--- config.mk ---
export PLATFORM = sky130hd
export DESIGN_NAME = vp_fp16_mul_pipe
export DESIGN_NICKNAME = d
export VERILOG_FILES = /design/src/rtl/vp_fp16_mul_pipe_pkg.sv /design/src/rtl/vp_fp16_mul_pipe_mask.sv /design/src/rtl/vp_fp16_mul_pipe.sv
export SDC_FILE = /design/constraint.sdc
export NUM_CORES = 1
export LEC_CHECK = 0
export CAP_MARGIN = 40
export CORE_ASPECT_RATIO = 0.8
export CORE_MARGIN = 2
export CORE_UTILIZATION = 55
export CTS_BUF_LIST = sky130_fd_sc_hd__clkbuf_16
export DETAILED_ROUTE_END_ITERATION = 6
export PLACE_DENSITY = 0.88
export SYNTH_ARGS = -nofsm -noshare
export SYNTH_HDL_FRONTEND = slang
export SYNTH_SLANG_ARGS = --single-unit
--- constraint.sdc ---
create_clock -name clk -period 4.6 [get_ports clk]
set_input_delay 0.92 -clock clk [delete_from_list [all_inputs] [get_ports clk]]
set_output_delay 0.92 -clock clk [all_outputs]
set_load 0.03 [all_outputs]
--- src/rtl/vp_fp16_mul_pipe_pkg.sv ---
// Purpose: shared binary16 field widths, constants, flag indices and operand classes.
// Latency: n/a (declarations only).
// Backpressure: n/a.
package vp_fp16_mul_pipe_pkg;

  // binary16 field layout and internal datapath widths
  localparam int EXP_W  = 5;
  localparam int MANT_W = 10;
  localparam int SIG_W  = MANT_W + 1;   // significand with hidden bit
  localparam int PROD_W = 2 * SIG_W;    // full significand product
  localparam int ESUM_W = 7;            // signed unbiased-ish exponent sum

  localparam int BIAS    = 15;
  localparam int EXP_MAX = 31;

  localparam logic [15:0] QNAN = 16'h7E00;
  localparam logic [15:0] INF  = 16'h7C00;

  // bit positions inside flags = {invalid, overflow, underflow}
  localparam int FLAG_INVALID   = 2;
  localparam int FLAG_OVERFLOW  = 1;
  localparam int FLAG_UNDERFLOW = 0;

  // operand-pair class resolved in stage 1, already in priority order
  typedef enum logic [1:0] {
    CLS_NORMAL  = 2'd0,
    CLS_INVALID = 2'd1,
    CLS_INF     = 2'd2,
    CLS_ZERO    = 2'd3
  } cls_e;

endpackage

--- src/rtl/vp_fp16_mul_pipe_mask.sv ---
// Purpose: significand precision mask; clears the rg least-significant significand bits.
// Latency: combinational.
// Backpressure: none (pure function of rg).
module vp_fp16_mul_pipe_mask
  import vp_fp16_mul_pipe_pkg::*;
(
  input  logic [3:0]       rg,
  output logic [SIG_W-1:0] mask_o
);

  // rg=0 keeps full precision; rg>=11 clears the whole significand
  always_comb begin
    mask_o = {SIG_W{1'b1}} << rg;
  end

endmodule

--- src/rtl/vp_fp16_mul_pipe.sv ---
// Purpose: 3-stage binary16 multiplier (unpack/mask, multiply, normalize/pack), truncating, FTZ.
// Latency: result valid in the 3rd cycle after the accepting edge (out_ready held high).
// Backpressure: global stall; every stage holds while out_valid=1 and out_ready=0, in_ready=adv.
module vp_fp16_mul_pipe
  import vp_fp16_mul_pipe_pkg::*;
(
  input  logic        clk,
  input  logic        rst_n,
  input  logic [15:0] a,
  input  logic [15:0] b,
  input  logic [3:0]  rg,
  input  logic        in_valid,
  output logic        in_ready,
  output logic        out_valid,
  input  logic        out_ready,
  output logic [15:0] result,
  output logic [2:0]  flags
);

  logic adv;

  // ---------------- stage 1: unpack, classify, mask ----------------
  logic [SIG_W-1:0]  mask;
  logic [EXP_W-1:0]  ea, eb;
  logic [MANT_W-1:0] ma, mb;
  logic              a_zero, b_zero, a_inf, b_inf, a_nan, b_nan;
  cls_e              cls_in;

  logic              s1_vld_q,  s1_vld_d;
  logic              s1_sign_q, s1_sign_d;
  logic [EXP_W-1:0]  s1_ea_q,   s1_ea_d;
  logic [EXP_W-1:0]  s1_eb_q,   s1_eb_d;
  logic [SIG_W-1:0]  s1_siga_q, s1_siga_d;
  logic [SIG_W-1:0]  s1_sigb_q, s1_sigb_d;
  cls_e              s1_cls_q,  s1_cls_d;

  // ---------------- stage 2: multiply ----------------
  logic                     s2_vld_q,  s2_vld_d;
  logic                     s2_sign_q, s2_sign_d;
  logic signed [ESUM_W-1:0] s2_esum_q, s2_esum_d;
  logic [PROD_W-1:0]        s2_prod_q, s2_prod_d;
  cls_e                     s2_cls_q,  s2_cls_d;

  // ---------------- stage 3: normalize and pack ----------------
  logic [MANT_W-1:0]        mant;
  logic signed [ESUM_W-1:0] e_norm;
  logic                     out_valid_q, out_valid_d;
  logic [15:0]              result_q,    result_d;
  logic [2:0]               flags_q,     flags_d;

  // truncation never looks below p[10]
  logic unused_prod_lsb;
  assign unused_prod_lsb = ^s2_prod_q[9:0];

  assign adv       = ~out_valid_q | out_ready;
  assign in_ready  = adv;
  assign out_valid = out_valid_q;
  assign result    = result_q;
  assign flags     = flags_q;

  vp_fp16_mul_pipe_mask u_mask (
    .rg     (rg),
    .mask_o (mask)
  );

  // field extraction and operand-pair classification (subnormals count as zero)
  always_comb begin
    ea     = a[14:10];
    eb     = b[14:10];
    ma     = a[9:0];
    mb     = b[9:0];
    a_zero = (ea == '0);
    b_zero = (eb == '0);
    a_inf  = (ea == EXP_W'(EXP_MAX)) && (ma == '0);
    b_inf  = (eb == EXP_W'(EXP_MAX)) && (mb == '0);
    a_nan  = (ea == EXP_W'(EXP_MAX)) && (ma != '0);
    b_nan  = (eb == EXP_W'(EXP_MAX)) && (mb != '0);
    if (a_nan || b_nan || (a_inf && b_zero) || (b_inf && a_zero)) begin
      cls_in = CLS_INVALID;
    end else if (a_inf || b_inf) begin
      cls_in = CLS_INF;
    end else if (a_zero || b_zero) begin
      cls_in = CLS_ZERO;
    end else begin
      cls_in = CLS_NORMAL;
    end
  end

  // stage 1 next state: capture a new operation on advance, hold otherwise
  always_comb begin
    s1_vld_d  = s1_vld_q;
    s1_sign_d = s1_sign_q;
    s1_ea_d   = s1_ea_q;
    s1_eb_d   = s1_eb_q;
    s1_siga_d = s1_siga_q;
    s1_sigb_d = s1_sigb_q;
    s1_cls_d  = s1_cls_q;
    if (adv) begin
      s1_vld_d  = in_valid;
      s1_sign_d = a[15] ^ b[15];
      s1_ea_d   = ea;
      s1_eb_d   = eb;
      s1_siga_d = {~a_zero, ma} & mask;
      s1_sigb_d = {~b_zero, mb} & mask;
      s1_cls_d  = cls_in;
    end
  end

  // stage 1 registers
  always_ff @(posedge clk or negedge rst_n) begin
    if (!rst_n) begin
      s1_vld_q  <= 1'b0;
      s1_sign_q <= 1'b0;
      s1_ea_q   <= '0;
      s1_eb_q   <= '0;
      s1_siga_q <= '0;
      s1_sigb_q <= '0;
      s1_cls_q  <= CLS_NORMAL;
    end else begin
      s1_vld_q  <= s1_vld_d;
      s1_sign_q <= s1_sign_d;
      s1_ea_q   <= s1_ea_d;
      s1_eb_q   <= s1_eb_d;
      s1_siga_q <= s1_siga_d;
      s1_sigb_q <= s1_sigb_d;
      s1_cls_q  <= s1_cls_d;
    end
  end

  // stage 2 next state: significand product and exponent sum minus bias
  always_comb begin
    s2_vld_d  = s2_vld_q;
    s2_sign_d = s2_sign_q;
    s2_esum_d = s2_esum_q;
    s2_prod_d = s2_prod_q;
    s2_cls_d  = s2_cls_q;
    if (adv) begin
      s2_vld_d  = s1_vld_q;
      s2_sign_d = s1_sign_q;
      s2_esum_d = $signed({2'b00, s1_ea_q}) + $signed({2'b00, s1_eb_q})
                - $signed(ESUM_W'(BIAS));
      s2_prod_d = PROD_W'(s1_siga_q) * PROD_W'(s1_sigb_q);
      s2_cls_d  = s1_cls_q;
    end
  end

  // stage 2 registers
  always_ff @(posedge clk or negedge rst_n) begin
    if (!rst_n) begin
      s2_vld_q  <= 1'b0;
      s2_sign_q <= 1'b0;
      s2_esum_q <= '0;
      s2_prod_q <= '0;
      s2_cls_q  <= CLS_NORMAL;
    end else begin
      s2_vld_q  <= s2_vld_d;
      s2_sign_q <= s2_sign_d;
      s2_esum_q <= s2_esum_d;
      s2_prod_q <= s2_prod_d;
      s2_cls_q  <= s2_cls_d;
    end
  end

  // stage 3 next state: normalize by at most one bit, truncate, resolve specials
  always_comb begin
    out_valid_d = out_valid_q;
    result_d    = result_q;
    flags_d     = flags_q;
    if (s2_prod_q[PROD_W-1]) begin
      mant   = s2_prod_q[20:11];
      e_norm = s2_esum_q + 7'sd1;
    end else begin
      mant   = s2_prod_q[19:10];
      e_norm = s2_esum_q;
    end
    if (adv) begin
      out_valid_d = s2_vld_q;
      if (s2_vld_q) begin
        flags_d = '0;
        case (s2_cls_q)
          CLS_INVALID: begin
            result_d               = QNAN;
            flags_d[FLAG_INVALID]  = 1'b1;
          end
          CLS_INF:  result_d = INF | {s2_sign_q, 15'h0000};
          CLS_ZERO: result_d = {s2_sign_q, 15'h0000};
          default: begin
            if (e_norm >= $signed(ESUM_W'(EXP_MAX))) begin
              result_d               = INF | {s2_sign_q, 15'h0000};
              flags_d[FLAG_OVERFLOW] = 1'b1;
            end else if (e_norm <= 7'sd0) begin
              result_d                = {s2_sign_q, 15'h0000};
              flags_d[FLAG_UNDERFLOW] = 1'b1;
            end else begin
              result_d = {s2_sign_q, e_norm[EXP_W-1:0], mant};
            end
          end
        endcase
      end
    end
  end

  // stage 3 (output) registers
  always_ff @(posedge clk or negedge rst_n) begin
    if (!rst_n) begin
      out_valid_q <= 1'b0;
      result_q    <= 16'h0000;
      flags_q     <= 3'b000;
    end else begin
      out_valid_q <= out_valid_d;
      result_q    <= result_d;
      flags_q     <= flags_d;
    end
  end

endmodule

==> impl_metrics.xml <==
<?xml version="1.0" encoding="UTF-8"?>
<metrics>
  <group name="status">
    <metric name="run_status" unit="">complete, but fails checks</metric>
    <metric name="violated_checks" unit="">setup timing</metric>
  </group>
  <group name="logic_synthesis">
    <metric name="asyncSetResetFlopFracSynth" unit="%">100.0</metric>
    <metric name="synth_warnings" unit="">0</metric>
    <metric name="synth_sequential_area_ratio" unit="%">25.35</metric>
    <metric name="postSynthNetCount" unit="">1064</metric>
    <metric name="synth-edff-count" unit="">0</metric>
    <metric name="unique_masters_post_synth" unit="">60</metric>
    <metric name="cell_area_synth" unit="sq um">7799</metric>
    <metric name="library_cell_occupying_the_most_area_in_the_post_synthesis_netlist" unit="">sky130_fd_sc_hd__dfrtp_1</metric>
    <metric name="avgSynthCellArea" unit="sq um">8.933</metric>
    <metric name="synthCells" unit="">873</metric>
    <metric name="share_of_yosys_cell_area_claimed_by_the_top_area_cell_type" unit="%">25.35</metric>
    <metric name="synthMostInstantiatedCell" unit="">sky130_fd_sc_hd__nand2_1</metric>
    <metric name="synth_top_cells_by_area" unit="">sky130_fd_sc_hd__dfrtp_1 (25%), sky130_fd_sc_hd__fa_1 (21%), sky130_fd_sc_hd__ha_1 (11%), sky130_fd_sc_hd__nand2_1 (7.9%), sky130_fd_sc_hd__and2_1 (5.5%)</metric>
    <metric name="flip_flop_and_latch_count_after_synthesis" unit="">79</metric>
    <metric name="ys.flop_type" unit="">sky130_fd_sc_hd__dfrtp_1</metric>
    <metric name="netlist_top_cells_count" unit="">sky130_fd_sc_hd__nand2_1 (165), sky130_fd_sc_hd__inv_1 (105), sky130_fd_sc_hd__fa_1 (80)</metric>
  </group>
  <group name="power_and_ir_drop">
    <metric name="pwr-share-clk" unit="%">17.7</metric>
    <metric name="switching_share" unit="%">43.34</metric>
    <metric name="net-switching-power" unit="uW">1952</metric>
    <metric name="max-vdd-ir-drop" unit="mV">0.4124</metric>
    <metric name="internal_power" unit="uW">2551</metric>
    <metric name="seq_power_share" unit="%">25.4</metric>
    <metric name="power.density" unit="nW/um^2">438.8</metric>
    <metric name="power.combinational.fraction" unit="%">56.9</metric>
    <metric name="leakagePower" unit="uW">0.004943</metric>
    <metric name="power" unit="uW">4503</metric>
  </group>
  <group name="sta">
    <metric name="final_layout_setup_total_negative_slack" unit="ps">-2790</metric>
    <metric name="worst_hold_slack" unit="ps">478.0</metric>
    <metric name="period_minus_slack" unit="ps">5007</metric>
    <metric name="unrepaired_setup_endpoints_after_global_routing" unit="">true</metric>
    <metric name="slew_viol_final" unit="">0</metric>
    <metric name="worst_slew_margin_rel" unit="%">42.32</metric>
    <metric name="timing.clock.skew" unit="ps">8.624</metric>
    <metric name="slew_at_the_pin_closest_to_its_max_slew_limit" unit="ps">865.2</metric>
    <metric name="setup_ws" unit="ps">-407.3</metric>
    <metric name="final_min_period_over_clock_period" unit="%">108.9</metric>
    <metric name="finalHoldViolations" unit="">0</metric>
    <metric name="fmaxAchievable" unit="MHz">199.7</metric>
    <metric name="finalSetupViolations" unit="">12</metric>
  </group>
  <group name="cells_and_area">
    <metric name="n_antenna_cell" unit="">0</metric>
    <metric name="layout.cell_area.non_filler" unit="sq um">10260</metric>
    <metric name="design.final.nets" unit="">1209</metric>
    <metric name="area.growth.synth_to_final" unit="%">31.57</metric>
    <metric name="post_route_cells_drive_above_1_share" unit="%">23.07</metric>
    <metric name="postLayoutCoreUtil" unit="%">74.94</metric>
  </group>
  <group name="global_route">
    <metric name="grt_pass1_vias" unit="">7088</metric>
    <metric name="maximum_number_of_pins_on_one_net_before_global_route_repair" unit="">63</metric>
    <metric name="antenna_found_initial" unit="">0</metric>
    <metric name="grt_first_pass_wirelength" unit="microns">34330</metric>
    <metric name="grtUsageTotal" unit="%">28.69</metric>
    <metric name="grt_overflow_total" unit="">0</metric>
  </group>
  <group name="routing">
    <metric name="count_of_vias_placed_by_the_detailed_router" unit="">7332</metric>
    <metric name="dr_wl_met2" unit="microns">11540</metric>
    <metric name="drt_pre_antenna_iters" unit="">5</metric>
    <metric name="detailroute.wirelength.met3" unit="microns">2458</metric>
    <metric name="met1_length" unit="microns">9021</metric>
    <metric name="ant_nets" unit="">0</metric>
    <metric name="detail_route.vias_per_cell" unit="">6.095</metric>
    <metric name="drc_errors" unit="">0</metric>
    <metric name="routed.top_layer" unit="">met4</metric>
    <metric name="routed_wirelength" unit="microns">24420</metric>
    <metric name="wire_per_inst" unit="microns">20.30</metric>
    <metric name="dr.first_iter.drc_count" unit="">871</metric>
  </group>
  <group name="setup_path">
    <metric name="critical_path_peak_fanout" unit="">4</metric>
    <metric name="crit_path_max_incr_delay" unit="ps">580</metric>
    <metric name="critical_path.endpoint_type" unit="">flop</metric>
    <metric name="crit_buf_inv" unit="">4</metric>
    <metric name="timing.critical_path.from_type" unit="">flop</metric>
    <metric name="critPathSlowestCell" unit="">sky130_fd_sc_hd__fa_1</metric>
    <metric name="crit_path_cell_trace" unit="">buf_4 -&gt; buf_4 -&gt; and2_1 -&gt; fa_1 -&gt; fa_1 -&gt; fa_1 -&gt; fa_1 -&gt; ha_4 -&gt; ha_4 -&gt; buf_4 -&gt; buf_4 -&gt; nand2_1 -&gt; o21a_1 -&gt; o211ai_1 -&gt; a2111o_1 -&gt; mux2i_1 -&gt; nor2_1</metric>
    <metric name="critPathTopFamily" unit="">adder cells</metric>
    <metric name="setup.worst_path.class" unit="">flop to flop</metric>
    <metric name="arrival" unit="ps">5240</metric>
    <metric name="worstPathRequired" unit="ps">4830</metric>
  </group>
  <group name="clock_tree">
    <metric name="root_buffer" unit="">sky130_fd_sc_hd__clkbuf_16</metric>
    <metric name="cts_max_level" unit="">3</metric>
    <metric name="clk-insertion-delay-late" unit="ps">350</metric>
    <metric name="cts_buffers" unit="">9</metric>
    <metric name="number_of_buffers_between_clock_root_and_the_deepest_sink" unit="">2</metric>
    <metric name="clk_pin_slew" unit="ps">70</metric>
    <metric name="cts.sinks" unit="">79</metric>
    <metric name="cts_tree" unit="">built</metric>
  </group>
  <group name="floorplan">
    <metric name="floorplan.initialDensity" unit="%">56.95</metric>
    <metric name="floorplan.die.height" unit="microns">110.5</metric>
    <metric name="fp.coreArea" unit="sq um">13690</metric>
    <metric name="fp.dieArea" unit="sq um">15150</metric>
    <metric name="site_rows" unit="">38</metric>
    <metric name="ios" unit="">61</metric>
    <metric name="die_width" unit="microns">137.1</metric>
  </group>
  <group name="place">
    <metric name="hpwl" unit="microns">15150</metric>
    <metric name="globalplace.congestion" unit="">0.9405</metric>
    <metric name="placement.io_buffers" unit="">60</metric>
    <metric name="post_dp_cell_area" unit="sq um">9072</metric>
  </group>
  <group name="worst_hold_path">
    <metric name="hp-class" unit="">flop to flop</metric>
  </group>
  <group name="job">
    <metric name="number_of_maximum_capacitance_constraint_violations" unit="">0</metric>
  </group>
</metrics>
-- state kept, by name (all words and copies together), names as in the netlist, 2 cells and up --
signal	flops
s1_eb_q	5
flags	3
s1_siga_q	11
s2_esum_q	7
s2_cls_q	2
s1_sigb_q	11
s2_prod_q	12
s1_cls_q	2
s1_ea_q	5
result	16
-- final cells by class --
| cell class | count | area (sq um) |
|---|---|---|
| Multi-Input combinational cell | 639 | 5694 |
| Clock inverter | 7 | 101.3 |
| Fill cell | 813 | 3432 |
| Clock buffer | 9 | 225.2 |
| Timing Repair Buffer | 183 | 1622 |
| Tap cell | 180 | 225.2 |
| Sequential cell | 79 | 1996 |
| Inverter | 106 | 397.9 |
-- metrics by stage --
stage | std cells | setup slack [ps]
finish | 1203 | -407.3
global route | 1203 | -517.7
CTS | 1185 | -194.5
detailed placement | 1138 | -338.5
global placement | 1137 | -318.1
floorplan | 873 | -42.24
-- logic make-up (layout without fill, tap and decap cells) --
logic type / count (synthesis) / after routing / share of synthesized area (%)
fa+ha+maj: 151 / 151 / 31.93
compound gates: 122 / 122 / 10.20
mux: 13 / 13 / 1.685
buf+inv: 155 / 305 / 7.717
xor+xnor: 21 / 21 / 2.358
simple gates: 332 / 332 / 20.76
flops: 79 / 79 / 25.35
-- cell usage in the layout (no fill, tap or decap), types with 4 or more instances in the layout --
| cell | instances |
|---|---|
| sky130_fd_sc_hd__and2_1 | 63 |
| sky130_fd_sc_hd__fa_1 | 74 |
| sky130_fd_sc_hd__a21oi_2 | 6 |
| sky130_fd_sc_hd__ha_1 | 56 |
| sky130_fd_sc_hd__buf_4 | 101 |
| sky130_fd_sc_hd__fa_2 | 6 |
| sky130_fd_sc_hd__xor2_1 | 9 |
| sky130_fd_sc_hd__ha_4 | 14 |
| sky130_fd_sc_hd__mux2i_1 | 12 |
| sky130_fd_sc_hd__a22o_1 | 6 |
| sky130_fd_sc_hd__nor4_1 | 5 |
| sky130_fd_sc_hd__dfrtp_1 | 64 |
| sky130_fd_sc_hd__o31ai_1 | 4 |
| sky130_fd_sc_hd__nor3_1 | 5 |
| sky130_fd_sc_hd__clkdlybuf4s50_1 | 59 |
| sky130_fd_sc_hd__o21ai_0 | 15 |
| sky130_fd_sc_hd__a21oi_4 | 5 |
| sky130_fd_sc_hd__nand3_1 | 22 |
| sky130_fd_sc_hd__o211ai_1 | 6 |
| sky130_fd_sc_hd__inv_1 | 98 |
| sky130_fd_sc_hd__and2_4 | 6 |
| sky130_fd_sc_hd__nand4_1 | 9 |
| sky130_fd_sc_hd__nand2_1 | 159 |
| sky130_fd_sc_hd__nand3b_1 | 4 |
| sky130_fd_sc_hd__nand2_2 | 4 |
| sky130_fd_sc_hd__a21oi_1 | 21 |
| sky130_fd_sc_hd__clkbuf_16 | 9 |
| sky130_fd_sc_hd__dfrtp_2 | 15 |
| sky130_fd_sc_hd__buf_6 | 18 |
| sky130_fd_sc_hd__a21o_1 | 6 |
| sky130_fd_sc_hd__inv_2 | 8 |
| sky130_fd_sc_hd__xnor2_1 | 9 |
| sky130_fd_sc_hd__nor2_1 | 23 |
| sky130_fd_sc_hd__o21ai_1 | 13 |
-- power groups by stage --
stage               Clock (uW)  Sequential (uW)  Combinational [uW]
finish                     797             1140                2560
CTS                        796             1120                2230
global route               830             1160                2740
detailed placement           0             1130                2030
global placement             0             1130                1930
floorplan                    0             1170                1290
-- final timing paths --
kind / startpoint / end / slack [ps] / cells past startpoint
worst max-delay path: s1_siga_q[4]$_DFFE_PN0N_ / s2_prod_q[20]$_DFFE_PN0N_ / -410 / 17
worst min register to register: s1_eb_q[1]$_DFFE_PN0N_ / s1_eb_q[1]$_DFFE_PN0N_ / 480 / 2
min in group asynchronous: rst_n / s1_eb_q[4]$_DFFE_PN0N_ / 540 / 1
worst max register to register: s1_siga_q[4]$_DFFE_PN0N_ / s2_prod_q[20]$_DFFE_PN0N_ / -410 / 17
max in group asynchronous: rst_n / result[2]$_DFFE_PN0P_ / 3470 / 2
worst min-delay path: s1_eb_q[1]$_DFFE_PN0N_ / s1_eb_q[1]$_DFFE_PN0N_ / 480 / 2
-- worst register-to-register path, stage by stage (launching register included) --
cell and delay, ps:
sky130_fd_sc_hd__dfrtp_2 440, sky130_fd_sc_hd__buf_4 160, sky130_fd_sc_hd__buf_4 130, sky130_fd_sc_hd__and2_1 170, sky130_fd_sc_hd__fa_1 490, sky130_fd_sc_hd__fa_1 580
sky130_fd_sc_hd__fa_1 460, sky130_fd_sc_hd__fa_1 580, sky130_fd_sc_hd__ha_4 230, sky130_fd_sc_hd__ha_4 240, sky130_fd_sc_hd__buf_4 140, sky130_fd_sc_hd__buf_4 130
sky130_fd_sc_hd__nand2_1 120, sky130_fd_sc_hd__o21a_1 180, sky130_fd_sc_hd__o211ai_1 150, sky130_fd_sc_hd__a2111o_1 410, sky130_fd_sc_hd__mux2i_1 210, sky130_fd_sc_hd__nor2_1 90
-- repair_timing --
item	4_1_cts	5_1_grt
gates cloned	0	0
setup buffers	31	19
setup endpoints to repair	12	12
pin swaps	42	69
hold buffers	0	0
gates resized for setup	63	54
-- metal layers --
metal / up-vias / track usage (%)
li1: 3137 / -
met2: 509 / 46.37
met3: 144 / 7.163
met4: 0 / 9.072
met1: 3542 / 37.88
met5: - / 0
Power figures use the tool's default switching activity.
